`src/rtl/matrix_pkg.sv`:
```
// Shared types and constants for the LED matrix framebuffer loader.
// Geometry defaults and pixel bit positions within a received data byte.
package matrix_pkg;

    localparam int ADDR_W       = 10;
    localparam int FRAME_PIXELS = 1024;

    localparam int PIX_R = 0;
    localparam int PIX_G = 1;
    localparam int PIX_B = 2;

    typedef enum logic [1:0] {
        IDLE,
        ADDR_HI,
        ADDR_LO,
        DATA
    } loader_state_t;

endpackage

```
`src/rtl/spi_sync_edge.sv`:
```
// Multi-stage synchroniser for one asynchronous pin with edge pulses.
// Edge pulses are one clk wide and aligned with the synchronised level.
module spi_sync_edge #(
    parameter int STAGES = 2
) (
    input  logic clk,
    input  logic reset_n,
    input  logic din,
    output logic sync,
    output logic rise,
    output logic fall
);

    logic [STAGES-1:0] sr;
    logic              prev;

    always_ff @(posedge clk) begin
        if (!reset_n) begin
            sr   <= '0;
            prev <= 1'b0;
        end else begin
            sr   <= {sr[STAGES-2:0], din};
            prev <= sr[STAGES-1];
        end
    end

    assign sync = sr[STAGES-1];
    assign rise = sync & ~prev;
    assign fall = ~sync & prev;

endmodule

```
`src/rtl/spi_frame_loader.sv`:
```
// SPI mode-0 slave that turns an address header plus pixel bytes
// into single-cycle framebuffer write strobes in the clk domain.
module spi_frame_loader #(
    parameter int ADDR_W       = matrix_pkg::ADDR_W,
    parameter int FRAME_PIXELS = matrix_pkg::FRAME_PIXELS,
    parameter int SYNC_STAGES  = 2
) (
    input  logic              clk,
    input  logic              reset_n,
    input  logic              sck,
    input  logic              sdi,
    input  logic              cs_n,
    output logic              we,
    output logic [ADDR_W-1:0] adr_out,
    output logic              R_out,
    output logic              G_out,
    output logic              B_out,
    output logic              frame_done,
    output logic              overrun,
    output logic              busy
);

    import matrix_pkg::*;

    localparam logic [ADDR_W:0] LAST_PIX = (ADDR_W+1)'(FRAME_PIXELS - 1);

    loader_state_t state, state_nx;

    logic             sck_rise;
    logic [1:0]       sck_unused;
    logic             cs_s, cs_rise, cs_fall;
    logic [SYNC_STAGES-1:0] sdi_sr;
    logic             sdi_s;

    logic [2:0]       bit_cnt;
    logic [6:0]       shift;
    logic [7:0]       rx_byte;
    logic [ADDR_W:0]  addr;
    logic [ADDR_W:0]  pix_cnt;
    logic             wr_pend;
    logic             done_pend;

    logic active, bit_en, byte_done, pix_ok, pix_drop;

    spi_sync_edge #(.STAGES(SYNC_STAGES)) u_sck (
        .clk     (clk),
        .reset_n (reset_n),
        .din     (sck),
        .sync    (sck_unused[1]),
        .rise    (sck_rise),
        .fall    (sck_unused[0])
    );

    spi_sync_edge #(.STAGES(SYNC_STAGES)) u_cs (
        .clk     (clk),
        .reset_n (reset_n),
        .din     (cs_n),
        .sync    (cs_s),
        .rise    (cs_rise),
        .fall    (cs_fall)
    );

    always_ff @(posedge clk) begin
        if (!reset_n) sdi_sr <= '0;
        else          sdi_sr <= {sdi_sr[SYNC_STAGES-2:0], sdi};
    end

    assign sdi_s = sdi_sr[SYNC_STAGES-1];

    // sck and sdi share the same sync depth, so the sampled bit lines up
    assign active    = (state != IDLE) && !cs_s;
    assign bit_en    = active && sck_rise;
    assign byte_done = bit_en && (bit_cnt == 3'd7);
    assign rx_byte   = {shift, sdi_s};
    assign pix_ok    = byte_done && (state == DATA) && (addr <= LAST_PIX);
    assign pix_drop  = byte_done && (state == DATA) && (addr > LAST_PIX);
    assign busy      = (state != IDLE);

    always_ff @(posedge clk) begin
        if (!reset_n) state <= IDLE;
        else          state <= state_nx;
    end

    always_comb begin
        state_nx = state;
        unique case (state)
            IDLE:    if (cs_fall)        state_nx = ADDR_HI;
            ADDR_HI: if (cs_rise)        state_nx = IDLE;
                     else if (byte_done) state_nx = ADDR_LO;
            ADDR_LO: if (cs_rise)        state_nx = IDLE;
                     else if (byte_done) state_nx = DATA;
            DATA:    if (cs_rise)        state_nx = IDLE;
            default:                     state_nx = IDLE;
        endcase
    end

    always_ff @(posedge clk) begin
        if (!reset_n) begin
            bit_cnt    <= '0;
            shift      <= '0;
            addr       <= '0;
            pix_cnt    <= '0;
            wr_pend    <= 1'b0;
            done_pend  <= 1'b0;
            we         <= 1'b0;
            adr_out    <= '0;
            R_out      <= 1'b0;
            G_out      <= 1'b0;
            B_out      <= 1'b0;
            frame_done <= 1'b0;
            overrun    <= 1'b0;
        end else begin
            we         <= wr_pend;
            wr_pend    <= pix_ok;
            frame_done <= 1'b0;

            if (bit_en) begin
                bit_cnt <= bit_cnt + 3'd1;
                shift   <= rx_byte[6:0];
            end else if (!active) begin
                bit_cnt <= '0;
            end

            if (state == IDLE && cs_fall) begin
                overrun <= 1'b0;
                pix_cnt <= '0;
            end

            if (byte_done && state == ADDR_HI)
                addr[ADDR_W:8] <= {1'b0, rx_byte[ADDR_W-9:0]};
            if (byte_done && state == ADDR_LO)
                addr[7:0] <= rx_byte;

            // outputs stay put until the next accepted pixel
            if (pix_ok) begin
                adr_out <= addr[ADDR_W-1:0];
                R_out   <= rx_byte[PIX_R];
                G_out   <= rx_byte[PIX_G];
                B_out   <= rx_byte[PIX_B];
                addr    <= addr + 1'b1;
                pix_cnt <= pix_cnt + 1'b1;
            end

            if (pix_drop) overrun <= 1'b1;

            if (cs_rise && state != IDLE && pix_cnt != '0) begin
                done_pend <= 1'b1;
            end else if (done_pend && !wr_pend) begin
                done_pend  <= 1'b0;
                frame_done <= 1'b1;
            end
        end
    end

endmodule
```
`config.mk`:
```
export PLATFORM = sky130hd
export DESIGN_NAME = spi_frame_loader
export DESIGN_NICKNAME = d
export VERILOG_FILES = /design/src/rtl/matrix_pkg.sv /design/src/rtl/spi_sync_edge.sv /design/src/rtl/spi_frame_loader.sv
export SDC_FILE = /design/constraint.sdc
export NUM_CORES = 1
export LEC_CHECK = 0
export CELL_PAD_IN_SITES_DETAIL_PLACEMENT = 1
export CELL_PAD_IN_SITES_GLOBAL_PLACEMENT = 2
export CORE_ASPECT_RATIO = 1.1
export CORE_MARGIN = 3
export CORE_UTILIZATION = 38
export CTS_CLUSTER_SIZE = 25
export DETAILED_ROUTE_END_ITERATION = 16
export PLACE_DENSITY = 0.93
export SETUP_SLACK_MARGIN = 0.2
export SLEW_MARGIN = 20
export SYNTH_ARGS = -nofsm -noshare
export SYNTH_HDL_FRONTEND = slang
export SYNTH_HIERARCHICAL = 1
export SYNTH_SLANG_ARGS = --single-unit
```
`constraint.sdc`:
```
create_clock -name clk -period 6.4 [get_ports clk]
set_input_delay 1.28 -clock clk [delete_from_list [all_inputs] [get_ports clk]]
set_output_delay 1.28 -clock clk [all_outputs]
set_load 0.03 [all_outputs]
```
Yosys cells after proc, flatten, opt, wreduce, memory -nomap -nowiden

Index checks and enable logic that the tools add are counted.

Bitwise logic cells: 7
Mux-type cells: 19
Equal/unequal tests: 9
Reduce and logical (&&, ||, !) cells: 24
Magnitude comparators: 2
Add/sub/neg operators: 3

Operators with widths:

| kind                                                            | number |
|---|---|
| 2-to-1 mux 11 bit                                               | 3 |
| adder 11 x 1 -> 11 bit, second input constant                   | 2 |
| logical AND 1 bit                                               | 12 |
| 2-to-1 mux 2 bit                                                | 6 |
| nonzero test 2 bit                                              | 6 |
| greater-than comparator 11 x 10 -> 1 bit, second input constant | 1 |
| <= comparator 11 x 10 -> 1 bit, second input constant           | 1 |
| nonzero test 11 bit                                             | 1 |
| 2-to-1 mux 3 bit                                                | 3 |
| 2-to-1 mux 8 bit                                                | 1 |
| case mux 2 bit (4 select lines)                                 | 1 |
| != test 3 bit, second input constant                            | 2 |
| 2-to-1 mux 1 bit                                                | 5 |
| == test 2 bit, second input constant                            | 2 |
| != test 2 bit, second input constant                            | 2 |
| NOT 1 bit                                                       | 4 |
| AND reduction 4 bit                                             | 1 |
| adder 3 x 1 -> 3 bit, second input constant                     | 1 |
| AND 1 bit                                                       | 3 |
| == test 3 bit, second input constant                            | 1 |
| == test 2 x 1 -> 1 bit, second input constant                   | 1 |
| logical NOT 1 bit                                               | 2 |
| logical NOT 2 bit                                               | 1 |
| != test 2 x 1 -> 1 bit, second input constant                   | 1 |
| OR reduction 2 bit                                              | 1 |

Register bits: 60
Logic and storage cells: 84
Bits of input ports: 5
Output and inout bits: 17

Depth between registers and ports, before layout

Gate-level depths: netlist of the first run.

Depth in word-level cells: 7
Mapped depth: 8
Gate-level depth less buffers: 6

Modules after synthesis

The synthesis of the first run kept the hierarchy.

Modules (own cells, without submodules):

| module           | sequential area each (µm²) | times used | area each (µm²) | cells an instance |
|---|---|---|---|---|
| spi_frame_loader | 1081.0                     | 1          | 2566.2          | 306 |
| spi_sync_edge    | 60.1                       | 2          | 91.3            | 8 |

Worst setup path before layout of the first run

No wires, ideal clock.

Path kind: in2reg
Start point: input port reset_n
End point: register B_out
Arrival: 2.263 ns
Path slack: 4.066 ns
Path buffers: 3
Required time: 6.330 ns
Setup time: 0.070 ns
Cell stages on the path: 5
Cell sequence: clkbuf_1 -> clkinv_1 -> clkbuf_1 -> buf_1 -> a21oi_1

RTL lines:

| what                   | line                    | RTL |
|---|---|---|
| start: declaration     | spi_frame_loader.sv:9   | `input logic reset_n,` |
| end signal: assignment | spi_frame_loader.sv:139 | `B_out <= rx_byte[PIX_B];` |
| end: declaration       | spi_frame_loader.sv:17  | `output logic B_out,` |

No word-level cell between the ends.

Worst setup path after layout of the first run

Start point: input port reset_n
End point: register state[1]

RTL lines:

| what                   | line                   | RTL |
|---|---|---|
| end signal: assignment | spi_frame_loader.sv:81 | `else state <= state_nx;` |
| end: declaration       | spi_frame_loader.sv:27 | `loader_state_t state, state_nx;` |

No word-level cell between the ends.

==> reports/metrics.yaml, run 1 <==
detailed_routing:
  vias: 2462
  drc: 0
  vias_per_cell: 5.85
  drt_wl_total_um: 7240
  post_drt_wl_per_cell_um: 17.2
  drt_iter0_drc: 104
  drt_pass1_iterations: 4
  ant_nets: 0
logic_synthesis:
  avgSynthCellArea_sq_um: 8.54
  synth_area_sq_um: 2740
  syn-num-nets: 331
  synthCells: 321
  yosysWarningCount: 6
die:
  dieArea_sq_um: 8270
  die_h_um: 95.1
  start_util_pct: 40.4
  ioPinCount: 22
  die_w_um: 87
  core_sq_um: 6790
  num_rows: 31
critical_path:
  r2r_slack_ns: 3.84
  r2r_cells: 5
  cp.required_ns: 6.67
  cp_slowest_cell: "clkdlybuf4s50_1"
  cp_slowest_stage_delay_ns: 1.02
  arrival_ns: 3.69
  r2r_end: "pix_cnt[10]"
  cp_max_fo: 27
  cp_cell_sequence: "clkdlybuf4s50_1 -> clkinv_1 -> buf_4 -> a211oi_1"
  crit_path_start_kind: "primary input"
  critical_path_class: "in -> reg"
  crit_path_start: "reset_n"
  end_kind: "flip-flop"
  reg2reg_from: "u_sck/sr[1]"
global_route:
  grt_start_max_net_pins: 33
  grt_pass1_vias: 2532
  grt_pass1_wl_um: 12400
  overflow: 0
  grt_use_total_pct: 19.3
  antenna_found_initial: 0
place:
  place_hpwl_um: 4840
  gp_congestion: 0.778
  port-buffer-count: 21
  pre_cts_slack_ns: 2.66
cts:
  postCtsHoldBufs: 0
  clkLatencyLatePin_ns: 0.35
  cts_tree: "built"
  cts-buffers-inserted: 9
  h-tree-depth: 3
  cts_root_buf: "clkbuf_8"
  cts_resized: 0
  clockBufferDepth: 2
  clkTransAtPathRegs_ns: 0.07
  cts.sinks: 60
  postCtsSetupBuffers: 0
status:
  outcome: "complete, no violations"
sta:
  slew_viol_final: 0
  finalSetupTns_ns: 0
  finalSetupViolCount: 0
  period_minus_slack_ns: 3.43
  worstMarginPinSlew_ns: 0.942
  relSlewSlack_pct: 37.2
  hold_viol_final: 0
  rsz0062_at_grt: "no"
  finalCritPeriodShare_pct: 53.5
  setup_ws_ns: 2.97
  fmax_ghz: 0.292
  finClkSkew_ns: 0.00599
pwr:
  p_total_w: 0.000724
  vdd_drop_max_uv: 125
  p_leak_nw: 1.06
  powerDensity_nw_per_um2: 227
layout:
  area_delta_synth_final_pct: 16.1
  mostFrequentLayoutCell: "dfxtp_1"
  nets: 344
  final_util_pct: 46.9
  final_cell_mix: "dfxtp_1 (60), nand3_1 (25), a21oi_1 (25)"
  antennaDiodeCount: 0
  final_layout_size_suffix_gt1_share_pct: 7.67
min_path:
  holdPathStages: 1
  hold_path.class: "reg -> reg"
  hold_start: "u_sck/sr[0]"
  holdPathEnd: "u_sck/sr[1]"
job:
  cap_violations: 0
flip-flops by register name (all words and copies together), names as in the netlist, 2 cells and up:
register	cells
adr_out	10
shift	7
pix_cnt	11
bit_cnt	3
u_cs/sr	2
u_sck/sr	2
addr	11
state	2
sdi_sr	2
layer usage:
| layer | wire [um] | GRT usage [%] |
|---|---|---|
| met1 | 3260 | 23.2 |
| met2 | 3620 | 32.7 |
| met3 | 210 | 4.41 |
| met4 | 143 | 8.31 |
| met5 | 0 | 0 |
power by group:
group | switching (W) | internal, W | leakage, nW
combinational | 0.0000105 | 0.00000638 | 0.480
clock | 0.000152 | 0.000178 | 0.0931
sequential | 0.00000184 | 0.000376 | 0.485
through the flow:
| step | std cells | area (sq um) | hold WS [ns] |
|---|---|---|---|
| floorplan | 321 | 2740 | 0.411 |
| CTS | 421 | 3180 | 0.443 |
| global route | 421 | 3180 | 0.470 |
| detailed placement | 405 | 3000 | 0.423 |
| finish | 421 | 3180 | 0.438 |
| global placement | 405 | 3000 | 0.415 |
worst max path at each step:
stage	slack, ns	endpoint
floorplan	4.07	B_out
global placement	2.75	state[1]
detailed placement	2.66	state[1]
CTS	2.96	state[1]
global route	2.75	state[1]
finish	2.97	state[1]
worst max-delay path, delay by kind of cell:
kind,cells,cell delay [ns]
compound gates,1,0.22
buf+inv,3,2.17
area by class of cell:
class / count / area, sq um
Sequential cell: 60 / 1200
Tap cell: 82 / 103
Multi-Input combinational cell: 232 / 1440
Timing Repair Buffer: 24 / 233
Clock buffer: 11 / 131
Inverter: 7 / 26.3
Clock inverter: 5 / 52.6
Fill cell: 808 / 3600
(Power assumes the default switching activity.)
==> inputs of run 2 (changes only) <==
- CORE_UTILIZATION: 38 -> 32
- PLACE_DENSITY: 0.93 -> 0.84
- clock period: 6.4 -> 2.8 ns (I/O delays scaled with it)
==> reports/metrics.yaml, run 2 (synthesized netlist as in run 1, its figures left out) <==
place:
  post_dp_cell_area_sq_um: 3060  # +1.8%
  gp_congestion: 0.835  # +7.2%
  place_hpwl_um: 4920  # +1.6%
  pre_cts_slack_ns: 0.440  # -2.22 ns
  port-buffer-count: 21  # unchanged
critical_path:
  r2r_slack_ns: 0.43  # -3.41 ns
  cp_cell_sequence: "nand3_1 -> or4_1 -> a32oi_1 -> a21oi_1"
  critical_path_class: "reg -> reg"
  reg2reg_from: "addr[2]"
  end_kind: "flip-flop"
  cp_slowest_stage_delay_ns: 1.02  # about the same
  arrival_ns: 2.58  # -1.11 ns
  cp_slowest_cell: "or4_1"
  crit_path_start_kind: "flip-flop"
  r2r_cells: 4  # -1
  cp.required_ns: 3.01  # -3.66 ns
  cp_max_fo: 25  # -7.4%
  r2r_end: "addr[1]"
layout:
  mostFrequentLayoutCell: "dfxtp_1"
  final_cell_mix: "dfxtp_1 (60), nand3_1 (25), a21oi_1 (25)"
  final_util_pct: 40.1  # -6.8 points
  fin_area_sq_um: 3260  # +2.3%
  antennaDiodeCount: 0  # unchanged
  largest_registers: "addr (11), pix_cnt (11), adr_out (10)"
  area_delta_synth_final_pct: 18.8
  nets: 347  # +0.87%
  final_layout_size_suffix_gt1_share_pct: 8.77  # +1.1 points
status:
  outcome: "complete, no violations"
die:
  die_h_um: 103  # +8.4%
  die_w_um: 94.3  # +8.4%
  start_util_pct: 33.8  # -6.7 points
  num_rows: 34  # +9.7%
  ioPinCount: 22  # unchanged
  core_sq_um: 8130  # +20%
  dieArea_sq_um: 9720  # +17%
sta:
  finalSetupTns_ns: 0  # unchanged
  relSlewSlack_pct: 39.3  # +2.1 points
  period_minus_slack_ns: 2.37
  hold_viol_final: 0  # unchanged
  rsz0062_at_grt: "no"
  setup_ws_ns: 0.433  # -2.54 ns
  finalCritPeriodShare_pct: 84.5
  finalSetupViolCount: 0  # unchanged
  worstMarginPinSlew_ns: 0.911  # -0.0314 ns
  finClkSkew_ns: 0.00864  # +0.00266 ns
  slew_viol_final: 0  # unchanged
  fmax_ghz: 0.422
global_route:
  grt_start_max_net_pins: 44  # +33%
  grt_pass1_vias: 2469  # -2.5%
  overflow: 0  # unchanged
  grt_pass1_wl_um: 12400  # +0.23%
  grt_use_total_pct: 16.4  # -2.8 points
  antenna_found_initial: 0  # unchanged
min_path:
  hold_path.class: "reg -> reg"
  hold_start: "u_cs/sr[0]"
  holdPathStages: 1  # unchanged
  holdPathEnd: "u_cs/sr[1]"
detailed_routing:
  ant_nets: 0  # unchanged
  drt_iter0_drc: 101  # -2.9%
  drt_wl_total_um: 7220  # -0.22%
  post_drt_wl_per_cell_um: 16.1  # -6.7%
  drt_pass1_iterations: 4  # unchanged
  drc: 0  # unchanged
  vias_per_cell: 5.45  # -6.8%
  vias: 2453  # -0.37%
cts:
  postCtsSetupBuffers: 0  # unchanged
  cts_root_buf: "clkbuf_8"
  cts-buffers-inserted: 9  # unchanged
  clockBufferDepth: 2  # unchanged
  clkLatencyLatePin_ns: 0.34  # about the same
  cts_resized: 0  # unchanged
  clkTransAtPathRegs_ns: 0.07  # about the same
  postCtsHoldBufs: 0  # unchanged
  cts_tree: "built"
  cts.sinks: 60  # unchanged
  h-tree-depth: 3  # unchanged
pwr:
  vdd_drop_max_uv: 287  # +130%
  p_leak_nw: 1.08  # +2.4%
  powerDensity_nw_per_um2: 523  # +130%
job:
  cap_violations: 0  # unchanged
==> run 2: cell count changes in the layout (fill, tap and decap cells not counted) <==
cell / delta
clkbuf_1: -1
buf_4: +3
clkbuf_8: +2
clkinv_2: -1
==> run 2: final cells by class <==
class / count / area, sq um
Clock buffer: 12 / 155
Inverter: 7 / 26.3
Fill cell: 970 / 4870
Multi-Input combinational cell: 232 / 1440
Timing Repair Buffer: 27 / 255
Tap cell: 108 / 135
Clock inverter: 4 / 47.5
Sequential cell: 60 / 1200
==> run 2: worst max-delay path by stage <==
stage	startpoint	to	depth (start not counted)	slack, ns
after floorplan	bit_cnt[0]	pix_cnt[9]	7	0.73
after global placement	bit_cnt[0]	pix_cnt[10]	6	0.54
after detailed placement	bit_cnt[0]	pix_cnt[10]	6	0.44
after CTS	addr[2]	addr[1]	4	0.47
after global routing	addr[2]	addr[1]	4	0.26
final	addr[2]	addr[1]	4	0.43
==> run 2: worst max-delay path: cells and delay by family, from the launching register on <==
family / cells / cell delay (ns)
compound gates: 2 / 0.45
simple gates: 2 / 1.34
flops: 1 / 0.46
==> run 2: layer usage <==
metal | global-route usage, % | share of wire, %
met1 | 21.1 | 49
met2 | 27.0 | 46
met3 | 3.65 | 3.3
met4 | 6.11 | 1.6
met5 | 0 | 0
==> run 2: report_power, final <==
group / switching, W / internal (W) / leakage [nW]
clock: 0.000343 / 0.000457 / 0.102
sequential: 0.00000394 / 0.000858 / 0.485
combinational: 0.0000246 / 0.0000162 / 0.496
==> run 2: metrics by stage <==
| step | power [W] | std cells | hold slack (ns) |
|---|---|---|---|
| 5_1_grt | 0.00177 | 450 | 0.449 |
| 6_report | 0.00170 | 450 | 0.437 |
| 2_1_floorplan | 0.000906 | 321 | 0.411 |
| 3_5_place_dp | 0.000924 | 434 | 0.424 |
| 4_1_cts | 0.00173 | 450 | 0.443 |
| 3_3_place_gp | 0.000923 | 434 | 0.423 |
==> inputs of run 3 (changes only) <==
- CORE_UTILIZATION: 32 -> 35
- PLACE_DENSITY: 0.84 -> 0.87
- clock period: 2.8 -> 2.48 ns (I/O delays scaled with it)
==> reports/metrics.yaml, run 3 (synthesized netlist as in run 1, its figures left out) <==
global_route:
  grt_use_total_pct: 17.9  # +1.4 points
  grt_util_met1_pct: 22.3  # +1.2 points
  use_met2_pct: 30.4  # +3.4 points
  grt_pass1_vias: 2601  # +5.3%
  met3_usage_pct: 3.36  # -0.29 points
  busiest_layer: "met2"
  grt_start_max_net_pins: 33  # -25%
  grt_pass1_wl_um: 13000  # +4.6%
  antenna_found_initial: 0  # unchanged
  overflow: 0  # unchanged
cts:
  h-tree-depth: 3  # unchanged
  clockBufferDepth: 2  # unchanged
  cts_root_buf: "clkbuf_8"
  cts.sinks: 60  # unchanged
  cts_tree: "built"
  cts-buffers-inserted: 9  # unchanged
  clkTransAtPathRegs_ns: 0.08  # about the same
  clkLatencyLatePin_ns: 0.35  # about the same
  postCtsHoldBufs: 0  # unchanged
sta:
  period_minus_slack_ns: 2.18  # -0.188 ns
  fmax_ghz: 0.459  # +8.6%
  slew_viol_final: 0  # unchanged
  relSlewSlack_pct: 61.7  # +22 points
  rsz0062_at_grt: "no"
  finalSetupViolCount: 0  # unchanged
  finalCritPeriodShare_pct: 87.9  # +3.3 points
  finClkSkew_ns: 0.0107  # +0.00204 ns
  hold_viol_final: 0  # unchanged
  worstMarginPinSlew_ns: 0.573  # -0.338 ns
  finalSetupTns_ns: 0  # unchanged
die:
  ioPinCount: 22  # unchanged
  core_sq_um: 7560  # -7.0%
  num_rows: 33  # -2.9%
  start_util_pct: 36.3  # +2.5 points
  die_w_um: 90.4  # -4.1%
  die_h_um: 98.8  # -4.1%
  dieArea_sq_um: 8940  # -8.1%
job:
  cap_violations: 0  # unchanged
pwr:
  powerDensity_nw_per_um2: 574  # +9.7%
  vdd_drop_max_uv: 314  # +9.6%
  p_leak_nw: 1.14  # +4.8%
critical_path:
  cp_max_fo: 8  # -68%
  cp.required_ns: 2.75  # -0.26 ns
  crit_path_start: "bit_cnt[0]"
  end_kind: "flip-flop"
  r2r_slack_ns: 0.30  # -0.13 ns
  reg2reg_from: "bit_cnt[0]"
  critical_path_class: "reg -> reg"
  crit_path_start_kind: "flip-flop"
  arrival_ns: 2.45  # -0.13 ns
layout:
  nets: 357  # +2.9%
  final_layout_size_suffix_gt1_share_pct: 12.2  # +3.4 points
  area_delta_synth_final_pct: 22.1
  largest_registers: "addr (11), pix_cnt (11), adr_out (10)"
  fin_area_sq_um: 3350  # +2.8%
  final_cell_mix: "dfxtp_1 (59), nand3_1 (25), a21oi_1 (25)"
  antennaDiodeCount: 0  # unchanged
  nFillCells: 892  # -8.0%
  mostFrequentLayoutCell: "dfxtp_1"
detailed_routing:
  vias_per_cell: 5.59  # +2.5%
  drc: 0  # unchanged
  drt_iter0_drc: 107  # +5.9%
  drt_wl_total_um: 7580  # +4.9%
  vias: 2554  # +4.1%
  drt_pass1_iterations: 4  # unchanged
  ant_nets: 0  # unchanged
  post_drt_wl_per_cell_um: 16.6  # +3.3%
min_path:
  hold_start: "sdi_sr[0]"
  hold_path.class: "reg -> reg"
status:
  outcome: "complete, no violations"
place:
  place_hpwl_um: 4910  # -0.22%
  gp_congestion: 0.791  # -5.3%
  port-buffer-count: 21  # unchanged
  post_dp_cell_area_sq_um: 3100  # +1.5%
[run 3: cell types whose count changed in the layout (fill, tap and decap cells not counted), moves of 2 or more]
cell / change
clkinv_4: +4
or3b_2: +2
buf_4: +7
clkbuf_8: -2
[run 3: area by class of cell]
type	instances	area (sq um)	area share (%)
Sequential cell	60	1200	35.9
Timing Repair Buffer	35	330	9.86
Inverter	7	26.3	0.784
Clock inverter	7	77.6	2.32
Multi-Input combinational cell	234	1460	43.5
Clock buffer	9	124	3.70
Tap cell	105	131	3.92
[run 3: repair_timing]
| action | 4_1_cts | 5_1_grt |
|---|---|---|
| setup endpoints to repair | 5 | 10 |
| gates cloned | 1 | 1 |
| buffers inserted | 1 | 2 |
| pin swaps | 1 | 2 |
| gates resized for setup | 0 | 4 |
[run 3: through the flow]
step	worst slack [ns]	hold slack, ns	utilization [%]	total power (W)	cells
2_1_floorplan	0.414	0.411	-	0.00102	321
3_3_place_gp	0.291	0.414	41.0	0.00104	436
3_5_place_dp	0.187	0.423	41.0	0.00104	436
4_1_cts	0.189	0.441	43.9	0.00195	454
5_1_grt	0.205	0.465	44.3	0.00198	457
6_report	0.300	0.439	44.3	0.00192	457
[run 3: worst paths after layout]
path / endpoint / depth (start not counted)
setup / recovery: pix_cnt[8] / 6
hold / removal: sdi_sr[1] / 1
setup reg to reg: pix_cnt[8] / 6
hold reg to reg: sdi_sr[1] / 1
[run 3: report_power, final]
part / internal [W] / leakage [nW] / switching [W] / total (W)
clock: 0.000468 / 0.0994 / 0.000432 / 0.000900
combinational: 0.0000199 / 0.551 / 0.0000280 / 0.0000479
sequential: 0.000969 / 0.485 / 0.00000458 / 0.000973
[run 3: critical path, cell delays in order, from the launching register on]
cell      delay [ns]
dfxtp_1         0.36
ha_1            0.17
ha_2            0.22
nand4b_4        0.18
or3b_4          0.48
or4_1           0.52
a31oi_1         0.17
[run 3: layer usage]
layer | part of all wire [%] | routed length (um)
met5 | 0 | 0
met4 | 1.0 | 78
met3 | 3.2 | 241
met2 | 48 | 3670
met1 | 47 | 3590
